$ cat src/rtl/snn_pkg.sv
// Shared types and constants for the spike event encoder.
// Optional feature macro: SPIKE_EVENT_ENCODER_EMPTY_MARKER_EN (see spike_event_encoder.sv).
package snn_pkg;

  // Default neuron count and timestamp width
  localparam int NN   = 16;
  localparam int TS_W = 8;

  // Index width needed to address n neurons (at least one bit)
  function automatic int idx_width(input int n);
    return (n < 2) ? 1 : $clog2(n);
  endfunction

  localparam int IW_DEF = idx_width(NN);

  // One address event as it appears on the stream
  typedef struct packed {
    logic [TS_W-1:0]   ts;
    logic [IW_DEF-1:0] idx;
  } spike_event_t;

  typedef enum logic {
    IDLE  = 1'b0,
    DRAIN = 1'b1
  } enc_state_t;

endpackage

$ cat src/rtl/spike_prio_enc.sv
// Combinational lowest-set-bit encoder over the active spike vector.
// idx is the lowest set bit, any flags a non-empty vector, onehot_last flags
// that exactly one bit remains.
module spike_prio_enc
  import snn_pkg::*;
#(
  parameter int N  = 16,
  parameter int IW = idx_width(N)
) (
  input  logic [N-1:0]  vec,
  output logic [IW-1:0] idx,
  output logic          any,
  output logic          onehot_last
);

  // Scan from the top down so the lowest set bit wins
  always_comb begin
    idx = '0;
    for (int i = N - 1; i >= 0; i--) begin
      if (vec[i]) idx = IW'(i);
    end
  end

  assign any         = |vec;
  // Clearing the lowest set bit leaves zero only for a single-bit vector
  assign onehot_last = any && ((vec & (vec - N'(1))) == '0);

endmodule

$ cat src/rtl/spike_event_encoder.sv
// Converts per-step spike vectors into an AXI-stream of address events
// {timestamp, neuron index}, lowest index first, with one pending slot so a
// slow consumer does not stall the neuron array.
// Optional feature macro: SPIKE_EVENT_ENCODER_EMPTY_MARKER_EN -- when defined,
// a zero-spike step emits a single marker beat (idx 0, m_tuser=1, m_tlast=1).
module spike_event_encoder
  import snn_pkg::*;
#(
  parameter int N   = 16,
  parameter int TSW = 8,
  parameter int DCW = 8
) (
  input  logic                      aclk,
  input  logic                      aresetn,
  input  logic [N-1:0]              spike_in,
  input  logic                      time_step,
  output logic [TSW+$clog2(N)-1:0]  m_tdata,
  output logic                      m_tvalid,
  input  logic                      m_tready,
  output logic                      m_tlast,
  output logic                      m_tuser,
  output logic                      overflow,
  output logic [DCW-1:0]            drop_count,
  output logic                      busy
);

  localparam int IW = $clog2(N);

  enc_state_t     state_reg, state_next;
  logic [N-1:0]   act_vec_reg, act_vec_next;
  logic [TSW-1:0] act_ts_reg, act_ts_next;
  logic           act_mark_reg, act_mark_next;
  logic           pend_valid_reg, pend_valid_next;
  logic [N-1:0]   pend_vec_reg, pend_vec_next;
  logic [TSW-1:0] pend_ts_reg, pend_ts_next;
  logic           pend_mark_reg, pend_mark_next;
  logic [TSW-1:0] ts_reg;
  logic           overflow_reg;
  logic [DCW-1:0] drop_cnt_reg;
  logic           drop;

  logic [IW-1:0]  enc_idx;
  logic           enc_any;
  logic           enc_last;

  logic           cap;
  logic [N-1:0]   cap_vec;
  logic           cap_mark;
  logic           hs;
  logic           fin;

`ifdef SPIKE_EVENT_ENCODER_EMPTY_MARKER_EN
  // Every step is captured; an empty step is carried as bit 0 plus a marker
  // flag so the normal drain path emits exactly one beat with index 0.
  assign cap      = time_step;
  assign cap_vec  = (|spike_in) ? spike_in : N'(1);
  assign cap_mark = ~(|spike_in);
`else
  // Empty steps are skipped entirely; the marker flag is never set.
  assign cap      = time_step & (|spike_in);
  assign cap_vec  = spike_in;
  assign cap_mark = 1'b0;
`endif

  spike_prio_enc #(
    .N  (N),
    .IW (IW)
  ) u_prio_enc (
    .vec         (act_vec_reg),
    .idx         (enc_idx),
    .any         (enc_any),
    .onehot_last (enc_last)
  );

  assign m_tvalid   = (state_reg == DRAIN) & enc_any;
  assign m_tdata    = {act_ts_reg, enc_idx};
  assign m_tlast    = m_tvalid & enc_last;
  assign m_tuser    = m_tvalid & act_mark_reg;
  assign overflow   = overflow_reg;
  assign drop_count = drop_cnt_reg;
  assign busy       = m_tvalid | pend_valid_reg;

  assign hs  = m_tvalid & m_tready;
  assign fin = hs & enc_last;

  // Next-state: slot loading, bit clearing on handshake, pending promotion and drops
  always_comb begin
    state_next      = state_reg;
    act_vec_next    = act_vec_reg;
    act_ts_next     = act_ts_reg;
    act_mark_next   = act_mark_reg;
    pend_valid_next = pend_valid_reg;
    pend_vec_next   = pend_vec_reg;
    pend_ts_next    = pend_ts_reg;
    pend_mark_next  = pend_mark_reg;
    drop            = 1'b0;
    case (state_reg)
      IDLE: begin
        if (cap) begin
          act_vec_next  = cap_vec;
          act_ts_next   = ts_reg;
          act_mark_next = cap_mark;
          state_next    = DRAIN;
        end
      end
      DRAIN: begin
        if (hs) act_vec_next = act_vec_reg & (act_vec_reg - N'(1));
        if (fin) begin
          if (pend_valid_reg) begin
            // Promote pending; a coincident new step takes its place
            act_vec_next  = pend_vec_reg;
            act_ts_next   = pend_ts_reg;
            act_mark_next = pend_mark_reg;
            if (cap) begin
              pend_vec_next  = cap_vec;
              pend_ts_next   = ts_reg;
              pend_mark_next = cap_mark;
            end else begin
              pend_valid_next = 1'b0;
            end
          end else if (cap) begin
            // Load straight into active so there is no idle bubble
            act_vec_next  = cap_vec;
            act_ts_next   = ts_reg;
            act_mark_next = cap_mark;
          end else begin
            state_next = IDLE;
          end
        end else if (cap) begin
          if (!pend_valid_reg) begin
            pend_valid_next = 1'b1;
            pend_vec_next   = cap_vec;
            pend_ts_next    = ts_reg;
            pend_mark_next  = cap_mark;
          end else begin
            drop = 1'b1;
          end
        end
      end
      default: state_next = IDLE;
    endcase
  end

  // State, slot, timestamp and drop-statistics registers
  always_ff @(posedge aclk or negedge aresetn) begin
    if (!aresetn) begin
      state_reg      <= IDLE;
      act_vec_reg    <= '0;
      act_ts_reg     <= '0;
      act_mark_reg   <= 1'b0;
      pend_valid_reg <= 1'b0;
      pend_vec_reg   <= '0;
      pend_ts_reg    <= '0;
      pend_mark_reg  <= 1'b0;
      ts_reg         <= '0;
      overflow_reg   <= 1'b0;
      drop_cnt_reg   <= '0;
    end else begin
      state_reg      <= state_next;
      act_vec_reg    <= act_vec_next;
      act_ts_reg     <= act_ts_next;
      act_mark_reg   <= act_mark_next;
      pend_valid_reg <= pend_valid_next;
      pend_vec_reg   <= pend_vec_next;
      pend_ts_reg    <= pend_ts_next;
      pend_mark_reg  <= pend_mark_next;
      // Timestamp advances on every step, captured, skipped or dropped
      if (time_step) ts_reg <= ts_reg + TSW'(1);
      if (drop) begin
        overflow_reg <= 1'b1;
        if (drop_cnt_reg != '1) drop_cnt_reg <= drop_cnt_reg + DCW'(1);
      end
    end
  end

endmodule

$ cat config.mk
export PLATFORM = sky130hd
export DESIGN_NAME = spike_event_encoder
export DESIGN_NICKNAME = d
export VERILOG_FILES = /design/src/rtl/snn_pkg.sv /design/src/rtl/spike_prio_enc.sv /design/src/rtl/spike_event_encoder.sv
export SDC_FILE = /design/constraint.sdc
export NUM_CORES = 1
export LEC_CHECK = 0
export ABC_AREA = 1
export BUFFER_PORTS_ARGS = -buffer_cell sky130_fd_sc_hd__buf_4
export CELL_PAD_IN_SITES_DETAIL_PLACEMENT = 0
export CELL_PAD_IN_SITES_GLOBAL_PLACEMENT = 1
export CORE_ASPECT_RATIO = 1.25
export CORE_UTILIZATION = 35
export DETAILED_ROUTE_END_ITERATION = 6
export GPL_TIMING_DRIVEN = 0
export PLACE_DENSITY = 0.69
export SYNTH_ARGS = -nofsm -noshare
export SYNTH_HDL_FRONTEND = slang
export SYNTH_SLANG_ARGS = --single-unit
$ cat constraint.sdc
create_clock -name aclk -period 2.15 [get_ports aclk]
set_input_delay 0.1075 -clock aclk [delete_from_list [all_inputs] [get_ports aclk]]
set_output_delay 0.1075 -clock aclk [all_outputs]
set_load 0.01 [all_outputs]
# [Word level (Yosys, flattened, before mapping)]
# Cells that the tools add are included.
[totals] ff_bits=69 ramBits=0 latch_bits=0 mem_count=0 word_cells=91 romBits=0 out_inout_bits=25 input_bits=20
[op_classes] muxes=55 shifts=0 n_eq_ne=5 n_lt_le_gt_ge=0 n_div=0 bitwise_logic=9 mul=0 reduce_logical=8 n_addsub=3
[op_table] op="$mux 16" n=9
[op_table] op="$mux 4" n=16
[op_table] op="$mux 8" n=8
[op_table] op="$pmux 16 s2" n=1
[op_table] op="$reduce_or 16->1" n=2
[op_table] op="$mux 1" n=18
[op_table] op="$add 8x1->8 const B" n=2
[op_table] op="$and 16x16->16" n=1
[op_table] op="$logic_not 16->1" n=1
[op_table] op="$pmux 8 s2" n=1
[op_table] op="$sub 16x1->16 const B" n=1
[op_table] op="$ne 8x8->1 const B" n=1
[op_table] op="$and 1x1->1" n=6
[op_table] op="$ne 2x1->1 const B" n=2
[op_table] op="$ne 2x2->1 const B" n=2
[op_table] op="$pmux 1 s2" n=2
[op_table] op="$reduce_and 2->1" n=2
[op_table] op="$reduce_and 4->1" n=1
[op_table] op="$reduce_bool 2->1" n=1
[op_table] op="$logic_and 1x1->1" n=1
[op_table] op="$not 1->1" n=1
[op_table] op="$or 1x1->1" n=1

# [Longest topological paths before layout]
# Gate-level depths: netlist of run 1.
[depth] ltp_word=16 mapped_depth=15 mapped_depth_nobuf=15

# [Cells and area by module]
# Synthesis of run 1 repeated with hierarchy kept, for this count alone.
[hier_totals] cells_unflattened=576 hier_area_um2=4260.3
[by_module_without_submodules] module="spike_event_encoder" seq_area_each_um2=1701.6 instances=1 area_per_inst_um2=3916.3 cells_per_inst=505
[by_module_without_submodules] module="spike_prio_enc" seq_area_each_um2=0.0 instances=1 area_per_inst_um2=344.1 cells_per_inst=71

# [Least setup slack after synthesis of run 1]
# OpenSTA, ideal clock, no wires.
[synth_timing] kind="register -> register" startpoint="reg act_vec_reg[4]" endpoint="reg pend_ts_reg[0]" slack_ps=302 setup_time_ps=117 t_required_ps=2033 arrival_time_ps=1731 stages_incl_launch_ff=16 path_cell_list="dfrtp_1 -> nor2_1 -> nand2_2 -> inv_2 -> nand2_1 -> nand2_1 -> nand2_1 -> inv_2 -> nand2_1 -> nor2_1 -> nand4_4 -> nand2_1 -> nand2_2 -> buf_4 -> nand3_1 -> nand2_1"
[synth_between] elab_chain_len=7 elab_cells_between_ends=12
[synth_rtl] element="start: declaration" line_no="spike_event_encoder.sv:30" source="logic [N-1:0] act_vec_reg, act_vec_next;"
[synth_rtl] element="start signal: assignment" line_no="spike_event_encoder.sv:160" source="act_vec_reg <= act_vec_next;"
[synth_rtl] element="$sub 16x1->16" line_no="spike_prio_enc.sv:26" source="assign onehot_last = any && ((vec & (vec - N'(1))) == '0);"
[synth_rtl] element="$and 16x16->16" line_no="spike_prio_enc.sv:26"
[synth_rtl] element="$logic_not 16->1" line_no="spike_prio_enc.sv:26"
[synth_rtl] element="$logic_and 1x1->1" line_no="spike_prio_enc.sv:26"
[synth_rtl] element="$and 1x1->1 (*)" line_no="spike_event_encoder.sv:84" source="assign fin = hs & enc_last;"
[synth_rtl] element="$ne 2x1->1 (no source line) / $ne 2x2->1 (equally long branches)"
[synth_rtl] element="$reduce_and 4->1 (no source line)"
[synth_rtl] element="end signal: assignment" line_no="spike_event_encoder.sv:165" source="pend_ts_reg <= pend_ts_next;"
[synth_rtl] element="end: declaration" line_no="spike_event_encoder.sv:35" source="logic [TSW-1:0] pend_ts_reg, pend_ts_next;"
# Every way passes the cells marked *; elsewhere a longest branch is shown, timed or not.
# A chain may end at the register's enable or synchronous reset.

# [Final worst setup path of run 1]
[layout_timing] startpoint="reg act_vec_reg[2]" endpoint="reg pend_vec_reg[10]"
[layout_between] elab_chain_len=7 elab_cells_between_ends=12
[layout_rtl] element="$sub 16x1->16" line_no="spike_prio_enc.sv:26"
[layout_rtl] element="$and 16x16->16" line_no="spike_prio_enc.sv:26"
[layout_rtl] element="$logic_not 16->1" line_no="spike_prio_enc.sv:26"
[layout_rtl] element="$logic_and 1x1->1" line_no="spike_prio_enc.sv:26"
[layout_rtl] element="$and 1x1->1 (*)" line_no="spike_event_encoder.sv:84"
[layout_rtl] element="$ne 2x1->1 (no source line) / $ne 2x2->1 (equally long branches)"
[layout_rtl] element="$reduce_and 4->1 (no source line)"
[layout_rtl] element="end signal: assignment" line_no="spike_event_encoder.sv:164" source="pend_vec_reg <= pend_vec_next;"
[layout_rtl] element="end: declaration" line_no="spike_event_encoder.sv:34" source="logic [N-1:0] pend_vec_reg, pend_vec_next;"
# Marks and branches as above.

==> results.md, run 1 <==
- The leakage component of the power is between 2 and 3 nW.
- After detailed routing, the number of remaining DRC violations is 0.
- The total overflow reported by the global router is 0.
- The final standard cell area without fillers is about 5500 sq um.
- Cells with a size suffix above 1 make up 23.2% of the layout.
- Across the run, the number of max-cap violations was 0.
- The post-synthesis net count is about 670.
- The final-stage net count is 739.
- The CTS tree is yes.
- Setup repair after global routing could not meet its margin everywhere.
- The cell area after technology mapping is between 4000 and 5000 sq um.
- The critical path's slowest cell is sky130_fd_sc_hd__dfrtp_2.
- The largest stage delay on the critical path is 0.42 ns.
- The number of buffers created by CTS is 9.
- The post-synthesis instance total is around 650.
- In this run, synthesis produced a sequential element count of roughly 70.
- The floorplan core area is between 10000 and 15000 sq um.
- The signal arrival time at the worst endpoint is 2.40 ns.
- The number of antenna-violating nets in the routed design is 0.
- In the layout the commonest cells are sky130_fd_sc_hd__nand2_1, sky130_fd_sc_hd__o21ai_0, sky130_fd_sc_hd__buf_4.
- The critical path goes through nor2_4 -> nand2_4 -> nor2_4 -> nand2_1 -> nand2_4 -> nor2_4 -> nand4_4 -> nand2_2 -> nand3_4 -> clkbuf_16 -> nand2_1 -> nand2_1.
- The largest net degree at the start of global routing is a little under 70.
- The number of buffers inserted by port buffering is 43.
- In this run the worst path has a maximum fanout of 8.
- The horizontal die dimension is 101 um.
- The starting density of the core is between 30 and 40%.
- After detailed routing, the average wire length per cell comes to 14.9 um.
- The sequential area share after synthesis is 39.6%.
- The tightest hold path in the finished design has a slack of 0.0154 ns.
- The count of buffer and inverter cells on the critical path is 1.
- The met3 layer wire length in the routed design is 369 um.
- The count of H-tree levels built during CTS is 3.
- The path class of the tightest hold or removal check is in2reg.
- The die covers around 13000 sq um.
- The number of distinct library cells after synthesis is 30.
- The fraction of post-synthesis cell area in the top cell type by area is roughly 40%.
- The global-route usage over all layers is between 20% and 30%.
- In this run the core area contains 44 standard-cell rows.
- For the finished layout, the period the worst path requires is ~2.2 ns.
- The final count of hold timing violations came to 0.
- The reg-to-reg setup timing slack is -0.03 ns.
- The final count of negative-setup-slack endpoints is 11.
- The checks that failed: setup timing.
- The mean post-synth cell area is roughly 6.7 sq um.
- Summing internal, switching and leakage power gives 0.00878 W.
- The routed wire length on met2 is approximately 6.9 mm.
- The power density over the cells is 1590 nW/um^2.
- Clock-pin slew was measured on the worst setup and hold paths at 0.06 ns.
- Sequential cells burn a little over a quarter of the power.
- The number of antenna diodes is 0.
- The most common cell after layout, fill and taps aside is sky130_fd_sc_hd__nand2_1.
- The clock reaches the later pin of the worst-skew pair after between 0.3 and 0.4 ns.
- The final critical path takes up 101% of the cycle.
- The run finished, with violations left.
- The final number of max-transition violations came to 0.
- Routed signal wires occupy layers up through met4.
- The fmax is about 0.46 GHz.
- The switching power share of the total is a little under half.
- The maximum count of clock buffers along a single path is 2.
- The first global-routing pass estimated 21.5 mm of wire.
- The number of iterations in the first detailed-routing pass is 4.
- At the worst endpoint, the required time is 2.38 ns.
- The signed area change from the synthesized netlist to the final layout is 28.4%.
- The detailed-routing wirelength on met1 is about 5.7 mm.
- Yosys attributes the largest share of cell area to sky130_fd_sc_hd__dfrtp_1, sky130_fd_sc_hd__nand2_1, sky130_fd_sc_hd__o21ai_0, sky130_fd_sc_hd__nand3_1, sky130_fd_sc_hd__nor2_1.
- Summed over all nets, the half-perimeter wirelength after detailed placement is approximately 9.5 mm.
- The initial antenna violation count is 0.
- The routed layout has between 4000 and 5000 vias.
- Summed over all nets, the switching power comes to ~0.0041 W.
- The internal power of the cells is between 0.004 and 0.005 W.
- IR analysis of the VDD net gives a maximum drop of ~0.82 mV.
- Summing all placed instances gives a cell area of approximately 4800 sq um.
- In this run, the number of DRC markers left after iteration 0 of detailed routing was around 180.
- The weighted congestion at the end of routability-driven global placement is 0.812.
- The worst relative slew slack is ~40%.
- The clock arrives with 0.00892 ns of skew.
- The cell type group with the largest total delay on the critical path is simple AND/OR/NAND/NOR gates.
- The clock network burns 16.1% of the power.
- sky130_fd_sc_hd__dfrtp_1 takes more of the synthesized area than any other cell.
- The clock net in this run drives a total of 68 sinks.
- The category of the most critical setup path is reg2reg.
- The tree is rooted in a sky130_fd_sc_hd__clkbuf_16.
- The total routed wirelength is 13.1 mm.
- The worst setup path is launched from a flop.
- The number of global-route vias before repair is about 4200.
- For this run, the share of the core covered by cells in the final layout is a little under half.
- The per-cell via count in the routed design is approximately 4.8.
- At the pin with the least slew margin, the transition time is around 0.90 ns.
- The proportion of power drawn by combinational gates is between 50% and 60%.
- The slack of the critical path is -0.0273 ns.
- The element type at the critical path end is a flop.
- The floorplan step set the die height to about 130 um.
- Timing analysis after detailed placement gives a worst setup slack of -0.168 ns.
- In this run the count of I/O pins placed on the die edge is 45.
- The number of warnings issued by yosys is 0.
-- routing by layer --
metal | vias up | GRT usage, %
li1 | 2181 | -
met1 | 2007 | 27.4
met2 | 59 | 39.1
met3 | 12 | 3.05
met4 | 0 | 6.56
met5 | - | 0
-- path summary, 6_finish.rpt --
kind                             startpoint                to  cells past startpoint
min reg2reg                pend_vec_reg[12]  pend_vec_reg[12]                      2
min in group asynchronous           aresetn     act_ts_reg[6]                      2
max reg2reg                  act_vec_reg[2]  pend_vec_reg[10]                     12
max                          act_vec_reg[2]  pend_vec_reg[10]                     12
max in group asynchronous           aresetn    act_vec_reg[8]                      2
min                            spike_in[13]  pend_vec_reg[13]                      3
-- power groups by stage --
stage | clock, W | combinational, W | sequential, W
after floorplan | 0 | 0.00276 | 0.00221
after detailed placement | 0 | 0.00409 | 0.00228
after CTS | 0.00143 | 0.00434 | 0.00228
after global routing | 0.00149 | 0.00564 | 0.00240
after global placement | 0 | 0.00407 | 0.00226
final | 0.00141 | 0.00505 | 0.00232
-- cells in the mapped netlist --
library cell,number
sky130_fd_sc_hd__nand2_4,1
sky130_fd_sc_hd__xor2_1,12
sky130_fd_sc_hd__nand3b_1,2
sky130_fd_sc_hd__nand3_1,40
sky130_fd_sc_hd__or2_1,1
sky130_fd_sc_hd__buf_6,2
sky130_fd_sc_hd__buf_4,3
sky130_fd_sc_hd__xnor2_1,1
sky130_fd_sc_hd__o21ai_1,5
sky130_fd_sc_hd__ha_1,2
sky130_fd_sc_hd__nor2_1,50
sky130_fd_sc_hd__nand2_1,273
sky130_fd_sc_hd__buf_1,1
sky130_fd_sc_hd__dfrtp_1,68
sky130_fd_sc_hd__nor2_2,7
sky130_fd_sc_hd__nor2_4,3
sky130_fd_sc_hd__a21boi_0,1
sky130_fd_sc_hd__nand4_4,1
sky130_fd_sc_hd__o211ai_1,10
sky130_fd_sc_hd__a41oi_1,1
sky130_fd_sc_hd__inv_2,7
sky130_fd_sc_hd__clkbuf_1,15
sky130_fd_sc_hd__a21oi_1,6
sky130_fd_sc_hd__nor3_1,5
sky130_fd_sc_hd__nand3_4,1
sky130_fd_sc_hd__nand2_2,5
sky130_fd_sc_hd__inv_1,48
sky130_fd_sc_hd__buf_2,4
sky130_fd_sc_hd__nand4_1,5
sky130_fd_sc_hd__o21ai_0,65
-- per-stage QoR --
step / instances / setup TNS (ns)
6_report: 882 / -0.0976
5_1_grt: 882 / -5.91
4_1_cts: 868 / -0.00322
3_5_place_dp: 849 / -5.03
3_3_place_gp: 849 / -4.44
2_1_floorplan: 645 / 0
-- kinds of logic after synthesis --
kind of cell | share of synthesized area (%)
buffers and inverters | 7.72
adder cells (fa/ha/maj) | 0.583
AND/OR/NAND/NOR | 38.4
AO/OA/AOI/OAI | 11.0
flip-flops | 39.6
XOR/XNOR | 2.65
-- tightest hold or removal path, stage by stage --
cell                      delay [ns]
sky130_fd_sc_hd__buf_4          0.09
sky130_fd_sc_hd__nand3_1        0.06
sky130_fd_sc_hd__nand2_1        0.06
-- repair_timing --
action,4_1_cts,5_1_grt
hold buffers,1,0
gates cloned,0,2
setup endpoints to repair,44,62
setup buffers,3,12
hold endpoints to repair,68,0
gates resized for setup,26,57
pin swaps,2,13
-- layout make-up --
class,count,area (sq um)
clock buffers,11,253
plain buffers,25,144
repair buffers,61,499
fillers,1285,6270
well taps,161,201
inverters,55,213
multi-input cells,497,2460
flip-flops and latches,68,1720
clock inverters,4,25.0
No activity file was read; power rests on OpenSTA's default activity.
==> run 2, diff against run 1 <==
- CORE_MARGIN: unset -> 5
==> run 2 against run 1 <==
The run still ends with setup timing left. Largest power group unchanged. Critical path depth is 1 lower. Non-clock buffer count grew 1. Combinational power up 2%. Total power up 0.93%. Hold slack better by 0.0088 ns. Clock skew fell by 0.00051 ns. Global-route usage shrank 3.8 points. Worst setup slack worse by 0.019 ns.
==> results.md, run 2 (synthesized netlist as in run 1, its figures left out) <==
- The total routed wirelength is 13.3 mm (+1.2%).
- The most common cell after layout, fill and taps aside is sky130_fd_sc_hd__nand2_1.
- The number of buffers created by CTS came to 9 (unchanged).
- STA classifies the critical path endpoint as a flop.
- The row count was 45 (+2.3%).
- The die footprint is 14600 sq um (+15%).
- The global-route usage over all layers came to 18.3% (-3.8 points).
- The number of DRC markers after the initial detailed-route iteration is 224 (+22%).
- The run finished, with violations left.
- The final number of max-transition violations is 0 (unchanged).
- The floorplan core area came to 12100 sq um (+2.8%).
- The largest net degree at the start of global routing is 69 (unchanged).
- The number of antenna-violating nets in the routed design was 0 (unchanged).
- The fmax is 0.455 GHz (-0.89%).
- The CTS sink count is 68 (unchanged).
- The count of boundary I/O pins is 45 (unchanged).
- The category of the most critical setup path is reg2reg.
- STA classifies the critical path startpoint as a flop.
- The total number of vias is 4291 (+0.75%).
- The checks that failed: setup timing.
- The highest ir drop seen on vdd is 0.891 mV (+9.3%).
- The CTS root buffer is sky130_fd_sc_hd__clkbuf_16.
- The power density over the cells is 1580 nW/um^2 (-0.73%).
- The final routed DRC violation total is 0 (unchanged).
- The signed area change from the synthesized netlist to the final layout is 30.5%.
- The per-cell via count in the routed design is 4.84 (+0.30%).
- The weighted congestion at the end of routability-driven global placement was 0.819 (+0.94%).
- The maximum count of clock buffers along a single path was 2 (unchanged).
- The clock-pin slew of the registers on the worst-case setup and hold paths came to 0.06 ns (about the same).
- The fraction of layout cells with a size suffix above 1 was 25.9% (+2.7 points).
- The HPWL after detailed placement is 9.49 mm (-0.47%).
- The total power was 0.00886 W (+0.93%).
- The horizontal die dimension was 109 um (+7.9%).
- The number of global-route vias before repair came to 4023 (-3.7%).
- The count of max-cap constraint violations was 0 (unchanged).
- Leaving out fill and tap cells, the most frequent cells in the layout are sky130_fd_sc_hd__nand2_1, sky130_fd_sc_hd__o21ai_0, sky130_fd_sc_hd__buf_4.
- The transition time at the pin with the least slew margin is 0.898 ns (-0.00344 ns).
- The utilization after layout was 46.3% (-0.49 points).
- The fraction of the cycle the final worst path needs is 102% (+0.90 points).
- The initial antenna violation count is 0 (unchanged).
- The worst endpoint required time is 2.37 ns (about the same).
- The count of H-tree levels built during CTS is 3 (unchanged).
- The leakage component of the power was 2.87 nW (+1.0%).
- The per-cell routed wire length came to 15.0 um (+0.72%).
- The worst relative slew slack came to 40.2% (+0.23 points).
- The total overflow reported by the global router is 0 (unchanged).
- The clock period minus worst slack came to 2.20 ns (+0.0195 ns).
- The number of antenna diodes is 0 (unchanged).
- Setup repair after global routing could not meet its margin everywhere.
- The number of iterations in the first detailed-routing pass came to 5 (+1).
- The signal arrival time at the worst endpoint is 2.41 ns (about the same).
- The clock latency on the worst-skew pair was 0.33 ns (about the same).
- The type of the most critical hold path is in2reg.
- The die outline height is 134 um (+6.4%).
- The worst hold margin was 0.0242 ns (+0.00877 ns).
- The final-stage net count is 740 (+0.14%).
- The maximum fanout encountered on the critical timing path is 8 (unchanged).
- The starting density of the core is 35.5% (-0.98 points).
- The global-route wire length before repair came to 20.8 mm (-3.2%).
- The slack of the critical path was -0.0468 ns (-0.0195 ns).
- The number of buffers inserted by port buffering is 43 (unchanged).
- The final clock skew is 0.00842 ns (-0.000508 ns).
- The final count of hold timing violations is 0 (unchanged).
- The CTS tree is yes.
- The final count of negative-setup-slack endpoints is 24 (+13).
[run 2: per-layer routing]
metal	share of wire, %	GRT usage [%]	routed length (um)
met5	0	0	0
met3	3.6	2.74	483
met4	2.6	6.25	347
met2	51	31.7	6770
met1	43	22.8	5700
[run 2: through the flow]
step / cell area (sq um) / std cells / TNS (ns) / worst slack, ns
final: 5600 / 886 / -0.667 / -0.0468
after global routing: 5600 / 886 / -4.23 / -0.153
after global placement: 4820 / 852 / -3.60 / -0.149
after CTS: 5170 / 870 / -0.0197 / -0.00777
after floorplan: 4290 / 645 / 0 / 0.302
after detailed placement: 4820 / 852 / -4.50 / -0.167
[run 2: worst paths after layout]
path                             startpoint          endpoint  slack (ns)  cells past startpoint
max                          act_vec_reg[0]  pend_vec_reg[11]       -0.05                     11
min                             spike_in[4]   pend_vec_reg[4]        0.02                      3
max reg2reg                  act_vec_reg[0]  pend_vec_reg[11]       -0.05                     11
min reg2reg                pend_vec_reg[15]  pend_vec_reg[15]        0.47                      2
max in group asynchronous           aresetn   act_vec_reg[13]        1.05                      2
min in group asynchronous           aresetn     drop_count[2]        0.45                      2
[run 2: what timing repair did]
action | CTS | global route
buffers inserted | 2 | 14
pin swaps | 4 | 16
hold buffers | 1 | 0
gates resized for setup | 17 | 94
gates cloned | 0 | 2
setup endpoints to repair | 40 | 58
endpoints found under the hold margin | 68 | 0
[run 2: cell type report]
type,instances,area (sq um)
fillers,1223,6500
multi-input cells,497,2540
flip-flops and latches,68,1720
repair buffers,62,503
clock buffers,11,253
inverters,55,211
well taps,164,205
plain buffers,25,149
clock inverters,4,25.0
[run 2: power breakdown]
group	total, W	switching (W)	leakage (nW)	internal [W]
combinational	0.00513	0.00305	1.90	0.00208
sequential	0.00234	0.000527	0.833	0.00182
clock	0.00139	0.000556	0.133	0.000833
total	0.00886	0.00413	2.87	0.00472
[run 2: worst max-delay path, cell delays in order (launching register included)]
cell and delay, ns:
sky130_fd_sc_hd__dfrtp_2 0.44, sky130_fd_sc_hd__nor2_4 0.22, sky130_fd_sc_hd__nand2_8 0.13, sky130_fd_sc_hd__o21ai_2 0.17, sky130_fd_sc_hd__nand3_2 0.16, sky130_fd_sc_hd__nor2_4 0.17
sky130_fd_sc_hd__nand4_4 0.19, sky130_fd_sc_hd__nand2_2 0.13, sky130_fd_sc_hd__nand3_4 0.15, sky130_fd_sc_hd__clkbuf_16 0.23, sky130_fd_sc_hd__nand2_2 0.05, sky130_fd_sc_hd__nand2_1 0.04
